$ cat src/rtl/llr_loader_pkg.sv
// Shared constants for the LLR loader: FSM encodings and chunk geometry helpers.
package llr_loader_pkg;

  localparam logic [1:0] FILL     = 2'b00;
  localparam logic [1:0] WAIT_DEC = 2'b01;
  localparam logic [1:0] SEND     = 2'b10;

  // Number of LLRs in the leading (possibly short) chunk.
  function automatic int first_len(input int n_v, input int n_llrs);
    return ((n_v - 1) % n_llrs) + 1;
  endfunction

  function automatic int seg_count(input int n_v, input int n_llrs);
    return (n_v - 1) / n_llrs;
  endfunction

  function automatic int chunk_width(input int n_llrs, input int width_in);
    return n_llrs * width_in;
  endfunction

endpackage

$ cat src/rtl/llr_loader_if.sv
// Sample-side and decoder-side signal bundle for the LLR loader.
interface llr_loader_if #(
  parameter int WIDTH_SAMPLE = 12,
  parameter int WIDTH_IN     = 8,
  parameter int N_LLRS       = 4,
  parameter int SAT_W        = 8
);
  logic signed [WIDTH_SAMPLE-1:0]  sample_in;
  logic                            sample_valid;
  logic                            sample_last;
  logic                            sample_ready;
  logic                            dec_busy;
  logic [N_LLRS*WIDTH_IN-1:0]      databus_out;
  logic                            first_data;
  logic                            data_valid;
  logic                            frame_err;
  logic [SAT_W-1:0]                sat_cnt;

  modport master (
    output sample_in, sample_valid, sample_last, dec_busy,
    input  sample_ready, databus_out, first_data, data_valid, frame_err, sat_cnt
  );

  modport slave (
    input  sample_in, sample_valid, sample_last, dec_busy,
    output sample_ready, databus_out, first_data, data_valid, frame_err, sat_cnt
  );
endinterface

$ cat src/rtl/llr_quantizer.sv
// Shift/saturate a channel sample into a symmetric LLR and flag saturation.
// LLR_LOADER_ROUND_EN selects round-half-up instead of floor truncation.
module llr_quantizer #(
  parameter int WIDTH_SAMPLE = 12,
  parameter int WIDTH_IN     = 8,
  parameter int FRAC_DROP    = 4
) (
  input  logic signed [WIDTH_SAMPLE-1:0] sample_in,
  output logic signed [WIDTH_IN-1:0]     llr,
  output logic                           sat
);
  // One guard bit so the rounding offset cannot wrap the sample.
  localparam int QW = WIDTH_SAMPLE + 1;
  localparam logic signed [QW-1:0] LLR_MAX = QW'(2**(WIDTH_IN-1) - 1);
  localparam logic signed [QW-1:0] LLR_MIN = -LLR_MAX;

  logic signed [QW-1:0] ext;
  logic signed [QW-1:0] q;

  assign ext = {sample_in[WIDTH_SAMPLE-1], sample_in};

`ifdef LLR_LOADER_ROUND_EN
  localparam logic signed [QW-1:0] HALF = QW'(2**(FRAC_DROP-1));
  assign q = (ext + HALF) >>> FRAC_DROP;
`else
  assign q = ext >>> FRAC_DROP;
`endif

  always_comb begin
    sat = 1'b0;
    llr = q[WIDTH_IN-1:0];
    if (q > LLR_MAX) begin
      sat = 1'b1;
      llr = LLR_MAX[WIDTH_IN-1:0];
    end else if (q < LLR_MIN) begin
      sat = 1'b1;
      llr = LLR_MIN[WIDTH_IN-1:0];
    end
  end
endmodule

$ cat src/rtl/llr_loader.sv
// Buffers one quantized codeword and bursts it into the decoder's chunked LLR bus.
// LLR_LOADER_ROUND_EN (in llr_quantizer) switches floor to round-half-up.
module llr_loader
  import llr_loader_pkg::*;
#(
  parameter int WIDTH_SAMPLE = 12,
  parameter int WIDTH_IN     = 8,
  parameter int N_LLRS       = 4,
  parameter int N_V          = 31,
  parameter int FRAC_DROP    = 4,
  parameter int SAT_W        = 8
) (
  input logic         clk,
  input logic         rst,
  llr_loader_if.slave bus
);
  localparam int F_LEN   = first_len(N_V, N_LLRS);
  localparam int L_SEG   = seg_count(N_V, N_LLRS);
  localparam int CHUNK_W = chunk_width(N_LLRS, WIDTH_IN);
  localparam int IDX_W   = (N_V > 1) ? $clog2(N_V) : 1;
  localparam int CNT_W   = $clog2(L_SEG + 2);
  localparam logic [IDX_W-1:0] LAST_IDX = IDX_W'(N_V - 1);
  localparam logic [CNT_W-1:0] END_CNT  = CNT_W'(L_SEG + 1);

  logic [1:0]               state_reg;
  logic [IDX_W-1:0]         fill_cnt_reg;
  logic [CNT_W-1:0]         chunk_cnt_reg;
  logic [SAT_W-1:0]         run_sat_reg;
  logic [SAT_W-1:0]         run_sat_next;
  logic [SAT_W-1:0]         sat_cnt_reg;
  logic                     frame_err_reg;
  logic                     first_data_reg;
  logic                     data_valid_reg;
  logic [CHUNK_W-1:0]       databus_reg;
  logic [CHUNK_W-1:0]       chunk_next;
  logic [WIDTH_IN-1:0]      llr_mem [N_V];
  logic signed [WIDTH_IN-1:0] q_llr;
  logic                     q_sat;
  logic                     accept;
  logic [CNT_W-1:0]         chunk_sel;

  llr_quantizer #(
    .WIDTH_SAMPLE(WIDTH_SAMPLE),
    .WIDTH_IN    (WIDTH_IN),
    .FRAC_DROP   (FRAC_DROP)
  ) u_quant (
    .sample_in(bus.sample_in),
    .llr      (q_llr),
    .sat      (q_sat)
  );

  assign bus.sample_ready = (state_reg == FILL) && !rst;
  assign accept           = bus.sample_valid && bus.sample_ready;
  assign run_sat_next     = (q_sat && (run_sat_reg != '1)) ? run_sat_reg + 1'b1 : run_sat_reg;
  // chunk_cnt_reg holds the index of the next chunk to stage while in SEND.
  assign chunk_sel        = (state_reg == SEND) ? chunk_cnt_reg : '0;

  // Earlier LLRs land in higher lanes; out-of-range indices read as zero.
  for (genvar gi = 0; gi < N_LLRS; gi++) begin : g_lane
    localparam int HEAD_IDX = F_LEN - 1 - gi;
    logic [WIDTH_IN-1:0] lane_val;

    always_comb begin
      int idx;
      idx = (chunk_sel == '0) ? HEAD_IDX
                              : F_LEN + (int'(chunk_sel) - 1) * N_LLRS + (N_LLRS - 1 - gi);
      lane_val = '0;
      if (idx >= 0 && idx < N_V) lane_val = llr_mem[IDX_W'(idx)];
    end

    assign chunk_next[gi*WIDTH_IN +: WIDTH_IN] = lane_val;
  end

  always_ff @(posedge clk or posedge rst) begin
    if (rst) begin
      state_reg      <= FILL;
      fill_cnt_reg   <= '0;
      chunk_cnt_reg  <= '0;
      run_sat_reg    <= '0;
      sat_cnt_reg    <= '0;
      frame_err_reg  <= 1'b0;
      first_data_reg <= 1'b0;
      data_valid_reg <= 1'b0;
      databus_reg    <= '0;
      for (int i = 0; i < N_V; i++) llr_mem[i] <= '0;
    end else begin
      frame_err_reg <= 1'b0;
      case (state_reg)
        FILL: begin
          if (accept) begin
            llr_mem[fill_cnt_reg] <= q_llr;
            if (fill_cnt_reg == LAST_IDX) begin
              sat_cnt_reg  <= run_sat_next;
              run_sat_reg  <= '0;
              fill_cnt_reg <= '0;
              state_reg    <= WAIT_DEC;
            end else if (bus.sample_last) begin
              frame_err_reg <= 1'b1;
              run_sat_reg   <= '0;
              fill_cnt_reg  <= '0;
            end else begin
              run_sat_reg  <= run_sat_next;
              fill_cnt_reg <= fill_cnt_reg + 1'b1;
            end
          end
        end
        WAIT_DEC: begin
          if (!bus.dec_busy) begin
            databus_reg    <= chunk_next;
            first_data_reg <= 1'b1;
            data_valid_reg <= 1'b1;
            chunk_cnt_reg  <= CNT_W'(1);
            state_reg      <= SEND;
          end
        end
        SEND: begin
          if (chunk_cnt_reg == END_CNT) begin
            databus_reg    <= '0;
            first_data_reg <= 1'b0;
            data_valid_reg <= 1'b0;
            chunk_cnt_reg  <= '0;
            state_reg      <= FILL;
          end else begin
            databus_reg    <= chunk_next;
            first_data_reg <= 1'b0;
            chunk_cnt_reg  <= chunk_cnt_reg + 1'b1;
          end
        end
        default: state_reg <= FILL;
      endcase
    end
  end

  assign bus.databus_out = databus_reg;
  assign bus.first_data  = first_data_reg;
  assign bus.data_valid  = data_valid_reg;
  assign bus.frame_err   = frame_err_reg;
  assign bus.sat_cnt     = sat_cnt_reg;
endmodule

$ cat src/flat_wrapper.sv
// flat-port wrapper written by rule: the top's interface ports become plain ports
module llr_loader_flat import llr_loader_pkg::*;
#(
  parameter int WIDTH_SAMPLE = 12,
  parameter int WIDTH_IN     = 8,
  parameter int N_LLRS       = 4,
  parameter int N_V          = 31,
  parameter int FRAC_DROP    = 4,
  parameter int SAT_W        = 8
)
  (clk, rst, bus_sample_in, bus_sample_valid, bus_sample_last, bus_dec_busy, bus_sample_ready, bus_databus_out, bus_first_data, bus_data_valid, bus_frame_err, bus_sat_cnt);
  llr_loader_if #(.WIDTH_SAMPLE(WIDTH_SAMPLE), .WIDTH_IN(WIDTH_IN), .N_LLRS(N_LLRS), .SAT_W(SAT_W)) bus_i ();
  input logic clk;
  input logic rst;
  input wire logic [$bits(bus_i.sample_in)-1:0] bus_sample_in;
  input wire logic [$bits(bus_i.sample_valid)-1:0] bus_sample_valid;
  input wire logic [$bits(bus_i.sample_last)-1:0] bus_sample_last;
  input wire logic [$bits(bus_i.dec_busy)-1:0] bus_dec_busy;
  output wire logic [$bits(bus_i.sample_ready)-1:0] bus_sample_ready;
  output wire logic [$bits(bus_i.databus_out)-1:0] bus_databus_out;
  output wire logic [$bits(bus_i.first_data)-1:0] bus_first_data;
  output wire logic [$bits(bus_i.data_valid)-1:0] bus_data_valid;
  output wire logic [$bits(bus_i.frame_err)-1:0] bus_frame_err;
  output wire logic [$bits(bus_i.sat_cnt)-1:0] bus_sat_cnt;
  assign bus_i.sample_in = bus_sample_in;
  assign bus_i.sample_valid = bus_sample_valid;
  assign bus_i.sample_last = bus_sample_last;
  assign bus_i.dec_busy = bus_dec_busy;
  assign bus_sample_ready = bus_i.sample_ready;
  assign bus_databus_out = bus_i.databus_out;
  assign bus_first_data = bus_i.first_data;
  assign bus_data_valid = bus_i.data_valid;
  assign bus_frame_err = bus_i.frame_err;
  assign bus_sat_cnt = bus_i.sat_cnt;
  llr_loader #(.WIDTH_SAMPLE(WIDTH_SAMPLE), .WIDTH_IN(WIDTH_IN), .N_LLRS(N_LLRS), .N_V(N_V), .FRAC_DROP(FRAC_DROP), .SAT_W(SAT_W)) u_core (.clk(clk), .rst(rst), .bus(bus_i));
endmodule
$ cat config.mk
export PLATFORM = sky130hd
export DESIGN_NAME = llr_loader_flat
export DESIGN_NICKNAME = d
export VERILOG_FILES = /design/src/rtl/llr_loader_pkg.sv /design/src/rtl/llr_loader_if.sv /design/src/rtl/llr_quantizer.sv /design/src/rtl/llr_loader.sv /design/src/flat_wrapper.sv
export SDC_FILE = /design/constraint.sdc
export NUM_CORES = 1
export LEC_CHECK = 0
export CORE_MARGIN = 4
export CORE_UTILIZATION = 40
export DETAILED_ROUTE_END_ITERATION = 6
export GPL_TIMING_DRIVEN = 0
export PLACE_DENSITY = 0.66
export SLEW_MARGIN = 20
export SYNTH_ARGS = -nofsm -noshare
export SYNTH_HDL_FRONTEND = slang
export SYNTH_SLANG_ARGS = --single-unit
$ cat constraint.sdc
create_clock -name clk -period 13.65 [get_ports clk]
set_clock_uncertainty 0.1 [all_clocks]
set_input_delay 1.365 -clock clk [delete_from_list [all_inputs] [get_ports clk]]
set_output_delay 1.365 -clock clk [all_outputs]
set_load 0.005 [all_outputs]
=== Word level (Yosys, flattened, before mapping) ===
Index checks and enable logic that the tools add are counted.

* Input bits: 17
* Word-level logic and storage cells: 147
* Bits in registers: 310

* Reductions and logical operators: 17
* Mux-type cells: 52
* Add/sub/neg operators: 8
* Order comparisons: 16
* Bitwise gates (word level): 5
* Equal/unequal tests: 9

{| class="wikitable"
|+ Operators by type and width
! kind !! number
|-
| $bwmux W248 || 1
|-
| $mux W32 || 6
|-
| $bmux W8 S5 || 4
|-
| $mux W8 || 18
|-
| $ge A32 B1 Y1 const B || 4
|-
| $lt A32 B6 Y1 const B || 4
|-
| $add A32 B3 Y32 const B || 2
|-
| $pmux W32 S2 || 1
|-
| $demux W8 S5 || 1
|-
| $add A3 B32 Y32 const A || 1
|-
| $add A32 B2 Y32 const B || 1
|-
| $ge A5 B6 Y1 const B || 4
|-
| $not A5 Y5 || 4
|-
| $mux W4 || 3
|-
| $mux W5 || 2
|-
| $add A8 B1 Y8 const B || 1
|-
| $gt A8 B8 Y1 const B || 1
|-
| $logic_and A1 B1 Y1 || 8
|-
| $lt A8 B8 Y1 const B || 1
|-
| $mux W1 || 8
|-
| $mux W2 || 4
|-
| $ne A8 B8 Y1 const B || 1
|-
| $pmux W4 S2 || 1
|-
| $ge A6 B6 Y1 const B || 1
|-
| 20 further kinds || 25
|}

=== Longest topological paths before layout ===
* Word-level depth: 13
* Mapped depth: 10
* Gate-level depth less buffers: 8

=== Hierarchy ===
Synthesis repeated with hierarchy kept, for this count alone.

* Cells, all modules: 1084
* Area, all modules: 14331.2 um^2

{| class="wikitable"
|+ By module, submodules not included
! module !! cells each !! times used !! area an instance (um^2)
|-
| llr_loader || 1071 || 1 || 14236.2
|-
| llr_quantizer || 13 || 1 || 95.1
|}

=== Worst setup path after synthesis ===
OpenSTA, ideal clock, no wires.

* Kind: input to register
* Start: in rst
* End: reg u_core.fill_cnt_reg[2]
* Required time: 13.467 ns
* Path buffers: 0
* Setup slack: 3.198 ns
* Stages on the path: 5
* Arrival time: 10.270 ns
* Path through: inv_1 nand3_1 nor2_1 nand2_1 o21ai_0

* Cells in the longest elaborated chain, start to end: 4

{| class="wikitable"
|+ Ends and longest elaborated chain
! element !! line !! RTL
|-
| start: declaration || flat_wrapper.sv:14 || <nowiki>input logic rst;</nowiki>
|-
| $logic_not A1 Y1 || llr_loader.sv:52 || <nowiki>assign bus.sample_ready = (state_reg == FILL) && !rst;</nowiki>
|-
| $logic_and A1 B1 Y1 || llr_loader.sv:52 ||
|-
| $logic_and A1 B1 Y1 || llr_loader.sv:53 || <nowiki>assign accept = bus.sample_valid && bus.sample_ready;</nowiki>
|-
| $reduce_and A2 Y1 (no source line) || n/a ||
|-
| end signal: assignment || llr_loader.sv:103 || <nowiki>fill_cnt_reg <= fill_cnt_reg + 1'b1;</nowiki>
|-
| end: declaration || llr_loader.sv:26 || <nowiki>logic [IDX_W-1:0] fill_cnt_reg;</nowiki>
|}

Every way passes these cells.
A chain may end at the register's enable or synchronous reset.

=== Worst setup path in the final report ===
* Start: in bus_sample_in[6]
* End: reg u_core.llr_mem[133] (netlist name)

* Cells in the longest elaborated chain, start to end: 4

{| class="wikitable"
|+ Ends and longest elaborated chain
! element !! line !! RTL
|-
| start: declaration || flat_wrapper.sv:15 || <nowiki>input wire logic [$bits(bus_i.sample_in)-1:0] bus_sample_in;</nowiki>
|-
| $lt A8 B8 Y1 || llr_quantizer.sv:35 || <nowiki>end else if (q < LLR_MIN) begin</nowiki>
|-
| $mux W8 || llr_quantizer.sv:35 ||
|-
| $mux W8 * || llr_quantizer.sv:32 || <nowiki>if (q > LLR_MAX) begin</nowiki>
|-
| $bwmux W248 * || llr_loader.sv:91 || <nowiki>llr_mem[fill_cnt_reg] <= q_llr;</nowiki>
|-
| end signal: indexed assignment || llr_loader.sv:91 ||
|-
| end: declaration || llr_loader.sv:36 || <nowiki>logic [WIDTH_IN-1:0] llr_mem [N_V];</nowiki>
|}

Every way passes the cells marked *; elsewhere a longest branch is shown, timed or not.

==> impl_metrics.sql <==
INSERT INTO impl_metrics (metric_group, metric, value, unit) VALUES
('cts', 'cts_hold_repair.buffers', '0', ''),
('placed_design', 'placement.setup.worst_slack', '8.95', 'ns'),
('global_route', 'globalRouteTotalUtil', '22.8', '%'),
('global_route', 'grt_first_pass_wirelength', '64800', 'um'),
('detailed_routing', 'drcViolationCount', '0', ''),
('floorplanning', 'start_util', '41.1', '%'),
('cts', 'max_root_sink_buffers', '3', ''),
('worst_setup_path', 'crit_arrival', '4.45', 'ns'),
('power', 'leakagePower', '6.85', 'nW'),
('synth', 'area_share_of_the_leading_cell_type_in_the_synthesized_netlist', '57.5', '%'),
('floorplanning', 'pin_count', '61', ''),
('power', 'pwr_density_cell', '141', 'nW/um2'),
('timing', 'tightest_slew_margin_relative_to_the_limit', '19.3', '%'),
('timing', 'achievable-frequency', '0.236', 'GHz'),
('global_route', 'grt_pass1_vias', '10914', ''),
('final_layout', 'largest_register_ff_count', '248', ''),
('detailed_routing', 'initial_drc_count', '1202', ''),
('detailed_routing', 'detail_route.first_pass.iterations', '6', ''),
('timing', 'slew_viol_final', '0', ''),
('synth', 'postSynthNetCount', '1385', ''),
('final_layout', 'area.growth.synth_to_final', '18.1', '%'),
('synth', 'synth_area_per_cell', '9.93', 'um2'),
('synth', 'netlist_area', '13500', 'um2'),
('timing', 'layout_worst_path_cycle_share', '31.0', '%'),
('cts', 'h-tree-depth', '2', ''),
('placed_design', 'gp_congestion', '0.933', ''),
('final_layout', 'regMostFlops', 'u_core.llr_mem', ''),
('synth', 'asyncSetResetFlopFracSynth', '100', '%'),
('synth', 'top_post_synthesis_cells_by_area', 'dfrtp_1 57%, o21ai_0 12%, nand2_1 8.8%', ''),
('timing', 'setup_tns', '0', 'ns'),
('worst_setup_path', 'worst-path-max-fanout', '10', ''),
('cts', 'cts-root-buf', 'clkbuf_16', ''),
('cts', 'post_cts.repair.setup_buffers', '0', ''),
('floorplanning', 'fp-row-count', '66', ''),
('final_layout', 'final_core_util', '48.5', '%'),
('detailed_routing', 'routedWlPerCell', '21.4', 'um'),
('run_status', 'run_status', 'completed', ''),
('worst_setup_path', 'r2r_slack', '10.02', 'ns'),
('min_path', 'timing.hold.worst.class', 'flip-flop to flip-flop', ''),
('cts', 'cts_num_sinks', '310', ''),
('synth', 'dominant_synthesized_flop_cell', 'dfrtp_1', ''),
('timing', 'final.min_clock_period', '4.23', 'ns'),
('synth', 'count_of_flip_flops_with_a_built_in_enable_after_synthesis', '0', ''),
('final_layout', 'final_nets', '1482', ''),
('worst_setup_path', 'cp-start-kind', 'primary input', ''),
('detailed_routing', 'post_drt_via_cell_ratio', '5.71', ''),
('final_layout', 'mostFrequentLayoutCell', 'o21ai_0', ''),
('detailed_routing', 'wirelength', '41200', 'um'),
('synth', 'yosysSeqAreaShare', '57.5', '%'),
('cts', 'cts_buffers', '35', ''),
('placed_design', 'detailed_place.area', '14700', 'um2'),
('detailed_routing', 'drtAntennaViolNets', '0', ''),
('timing', 'grt_setup_unrepaired', 'false', ''),
('global_route', 'grt.overflow.total', '0', ''),
('job', 'max_cap_viol_count', '0', ''),
('cts', 'insertion_delay', '0.51', 'ns'),
('power', 'power.ir.vdd_worst', '0.0900', 'mV'),
('worst_setup_path', 'timing.critical_path.to_type', 'flip-flop', ''),
('placed_design', 'detailedPlacementHpwl', '28600', 'um'),
('floorplanning', 'dieWidth', '192', 'um'),
('floorplanning', 'placeableCoreArea', '32900', 'um2'),
('synth', 'yosys_register_bits', '310', ''),
('final_layout', 'layout_common_cells', '326 x o21ai_0, 318 x nand2_1, 310 x dfrtp_1', ''),
('floorplanning', 'dieHeight', '192', 'um'),
('final_layout', 'stdcell_area', '15900', 'um2'),
('timing', 'tightestPinTransition', '1.20', 'ns'),
('worst_setup_path', 'worst-setup-path-type', 'primary input to flip-flop', ''),
('final_layout', 'layout-drive-gt1-share', '9.31', '%'),
('synth', 'post_synth_num_cell_types', '49', ''),
('synth', 'syn_inst', '1359', ''),
('synth', 'netlist.top_cell.by_area', 'dfrtp_1', '');
cells in the mapped netlist (9+ instances only):
library cell	count
o21ai_0	326
nand2_1	318
dfrtp_1	310
clkbuf_1	86
mux2_2	47
o22ai_1	44
a22o_1	25
a221oi_1	22
a21oi_1	14
mux2i_1	14
buf_2	13
nor2_1	13
ha_1	9
inv_1	9
nand3_1	9
routing by layer:
layer  track usage (%)  part of all wire [%]  vias to the layer above
met4              8.04                   3.5                        0
met2              34.5                    45                      455
met3              4.00                   7.8                       86
met1              33.1                    44                     5455
met5                 0                     0                        -
li1                  -                     -                     4987
power breakdown:
| group | internal, W | switching, W |
|---|---|---|
| sequential | 0.000993 | 0.0000438 |
| clock | 0.000602 | 0.000383 |
| combinational | 0.0000723 | 0.000148 |
per-stage QoR:
step	power [W]	hold slack, ns	std cells
floorplan	0.00118	0.342	1359
global placement	0.00126	0.357	1857
detailed placement	0.00127	0.366	1861
CTS	0.00224	0.379	1924
global route	0.00232	0.398	1924
finish	0.00224	0.374	1925
area by class of cell:
cell class                      instances  area [um2]  share of cell area (%)
Timing Repair Buffer                   60         651                    4.08
Inverter                               10        45.0                   0.283
Clock buffer                           53        1080                    6.75
Tap cell                              442         553                    3.47
Sequential cell                       310        7760                    48.7
Clock inverter                         10         134                   0.840
Multi-Input combinational cell        931        5280                    33.1
Antenna cell                            1        2.50                  0.0157
Buffer                                108         440                    2.76
cells by family after synthesis:
| kind of cell | synth area share, % |
|---|---|
| compound gates | 19.5 |
| simple gates | 12.0 |
| flops | 57.5 |
| buf+inv | 3.54 |
| mux | 6.13 |
| fa+ha+maj | 0.835 |
| xor+xnor | 0.519 |
final timing paths:
kind	from	endpoint	cells past startpoint
min in group asynchronous	rst	u_core.llr_mem[91]	2
max reg2reg	u_core.state_reg[0]	u_core.bus.databus_out[26]	9
max	bus_sample_in[6]	u_core.llr_mem[133]	8
min reg2reg	u_core.llr_mem[32]	u_core.llr_mem[32]	2
max in group asynchronous	rst	u_core.bus.databus_out[6]	4
min	u_core.llr_mem[32]	u_core.llr_mem[32]	2
critical path, cell delays in order:
cell             delay [ns]
clkdlybuf4s50_1        0.42
or4_1                  0.52
o41ai_1                0.29
ha_1                   0.18
clkbuf_1               0.32
nand2b_1               0.30
clkbuf_1               0.72
o21ai_0                0.32
No activity file was read; power rests on OpenSTA's default activity.
==> RTL change, RTL diff (same flow settings) <==
The option `LLR_LOADER_ROUND_EN` is turned on by a define.
--- a/src/rtl/llr_quantizer.sv
+++ b/src/rtl/llr_quantizer.sv
@@ -1,4 +1,6 @@
 // Shift/saturate a channel sample into a symmetric LLR and flag saturation.
 // LLR_LOADER_ROUND_EN selects round-half-up instead of floor truncation.
+`define LLR_LOADER_ROUND_EN
+
 module llr_quantizer #(
   parameter int WIDTH_SAMPLE = 12,
Check against the original RTL: not settled (the Yosys comparison gave no result); the edit may change what the design does.
==> RTL change against the unedited design <==
Setup slack worse by 0.46 ns; synthesized area grew 4.4%; power down 2.8%; cell area increased by 3.4%; wire length up 2.0%; count of clock-buffer cells in the layout rose by 3; die area increased by 4.2%; sequential cell count stayed put; critical endpoint is now bus_sample_ready.
==> RTL change: results (changes against the unedited design) <==
| Metric | Value |
|---|---|
| Status | finished, final reports clean (unchanged) |
| Fraction of area in multi-input gates | 35.3% (was 33.1%) |
| Post-Syn Nets | 1563 (was 1385) |
| Critical-path top delay cell | nor3_2 (was clkbuf_1) |
| Drt via density | 5.52 (was 5.71) |
| Worst Path Arrival | 3.23 ns (was 4.45 ns) |
| Clk tree area frac | 7.09% (was 7.59%) |
| Nets | 1659 (was 1482) |
| Area contributors post-synth | dfrtp_1 55%, nand2_1 12%, o21ai_0 11% (was dfrtp_1 57%, o21ai_0 12%, nand2_1 8.8%) |
| Post-synth top cells | 463 x nand2_1, 310 x dfrtp_1, 300 x o21ai_0, 103 x clkbuf_1, 37 x a31oi_1 (was 326 x o21ai_0, 318 x nand2_1, 310 x dfrtp_1, 86 x clkbuf_1, 47 x mux2_2) |
| Fin util | 47.6% (was 48.5%) |
| Pin count of the biggest net entering global routing | 108 (was 93) |
| Fill cells | 3314 (was 3151) |
| Seq/Total Area, Yosys | 55.1% (was 57.5%) |
| Vias in the first global route | 11400 (was 10900) |
| Placer Congestion | 0.919 (was 0.933) |
| I/O Buffers | 55 (was 56) |
| Non-clk invs | 8 (was 10) |
| Clock buf count | 56 (was 53) |
| Post-synth cell types | 57 (was 49) |
| CP peak stage delay | 0.68 ns (was 0.72 ns) |
| Net Switching | 558 uW (was 574 uW) |
| Avg Synthesized Cell Area | 9.17 um^2 (was 9.93 um^2) |
| DRT Pass-1 Iters | 5 (was 6) |
| Clock share of power | 43.1% (was 43.9%) |
| Reg2Reg Depth | 14 (was 9) |
| HPWL after DPL | 29500 um (was 28600 um) |
| First-pass GRT wire length | 65200 um (was 64800 um) |
| Placed inst area | 15300 um^2 (was 14700 um^2) |
| Placed Instances | 2050 (was 1861) |
| Static leakage | 7.06 nW (was 6.85 nW) |
| Initial antenna violation count | 1 (was 2) |
## RTL change: cell count changes after synthesis, sizes merged, moves of 11 or more
cell	change
o21ai	-20
o22ai	-41
mux2	-36
nor2b	+21
a31oi	+32
nor2	+11
mux2i	+12
nand3	+24
a311oi	+21
a221oi	-22
nand2	+145
a211oi	+25
clkbuf	+17
a22o	-17
## RTL change: layer usage
| metal | up-vias | part of all wire (%) | routed length, um | global-route usage, % |
|---|---|---|---|---|
| met1 | 5706 | 43 | 18000 | 29.5 |
| li1 | 5505 | - | - | - |
| met2 | 376 | 46 | 19400 | 34.6 |
| met5 | - | 0.029 | 12 | 0 |
| met3 | 74 | 8.2 | 3430 | 5.89 |
| met4 | 2 | 2.6 | 1100 | 5.59 |
## RTL change: path summary, 6_finish.rpt
check                                               startpoint                                     end  slack [ns]
min reg2reg                     u_core.llr_mem[32]$_DFFE_PP0P_          u_core.llr_mem[32]$_DFFE_PP0P_        0.37
max in group asynchronous                                  rst          u_core.llr_mem[65]$_DFFE_PP0P_       11.06
max                                                        rst                        bus_sample_ready        8.96
min in group asynchronous                                  rst       u_core.bus.first_data$_DFFE_PP0P_        1.17
min                             u_core.llr_mem[32]$_DFFE_PP0P_          u_core.llr_mem[32]$_DFFE_PP0P_        0.37
max reg2reg                u_core.chunk_cnt_reg[0]$_DFFE_PP0P_  u_core.bus.databus_out[27]$_DFFE_PP0P_        9.44
## RTL change: cell families after synthesis
group,share of synthesized area [%]
xor+xnor,0.559
compound gates,18.0
flops,55.1
simple gates,17.9
buf+inv,3.74
mux,4.01
fa+ha+maj,0.799
## RTL change: tightest hold or removal path: stages, from the launching register on
cell	delay, ns
dfrtp_1	0.33
nand2_1	0.04
o21ai_0	0.06
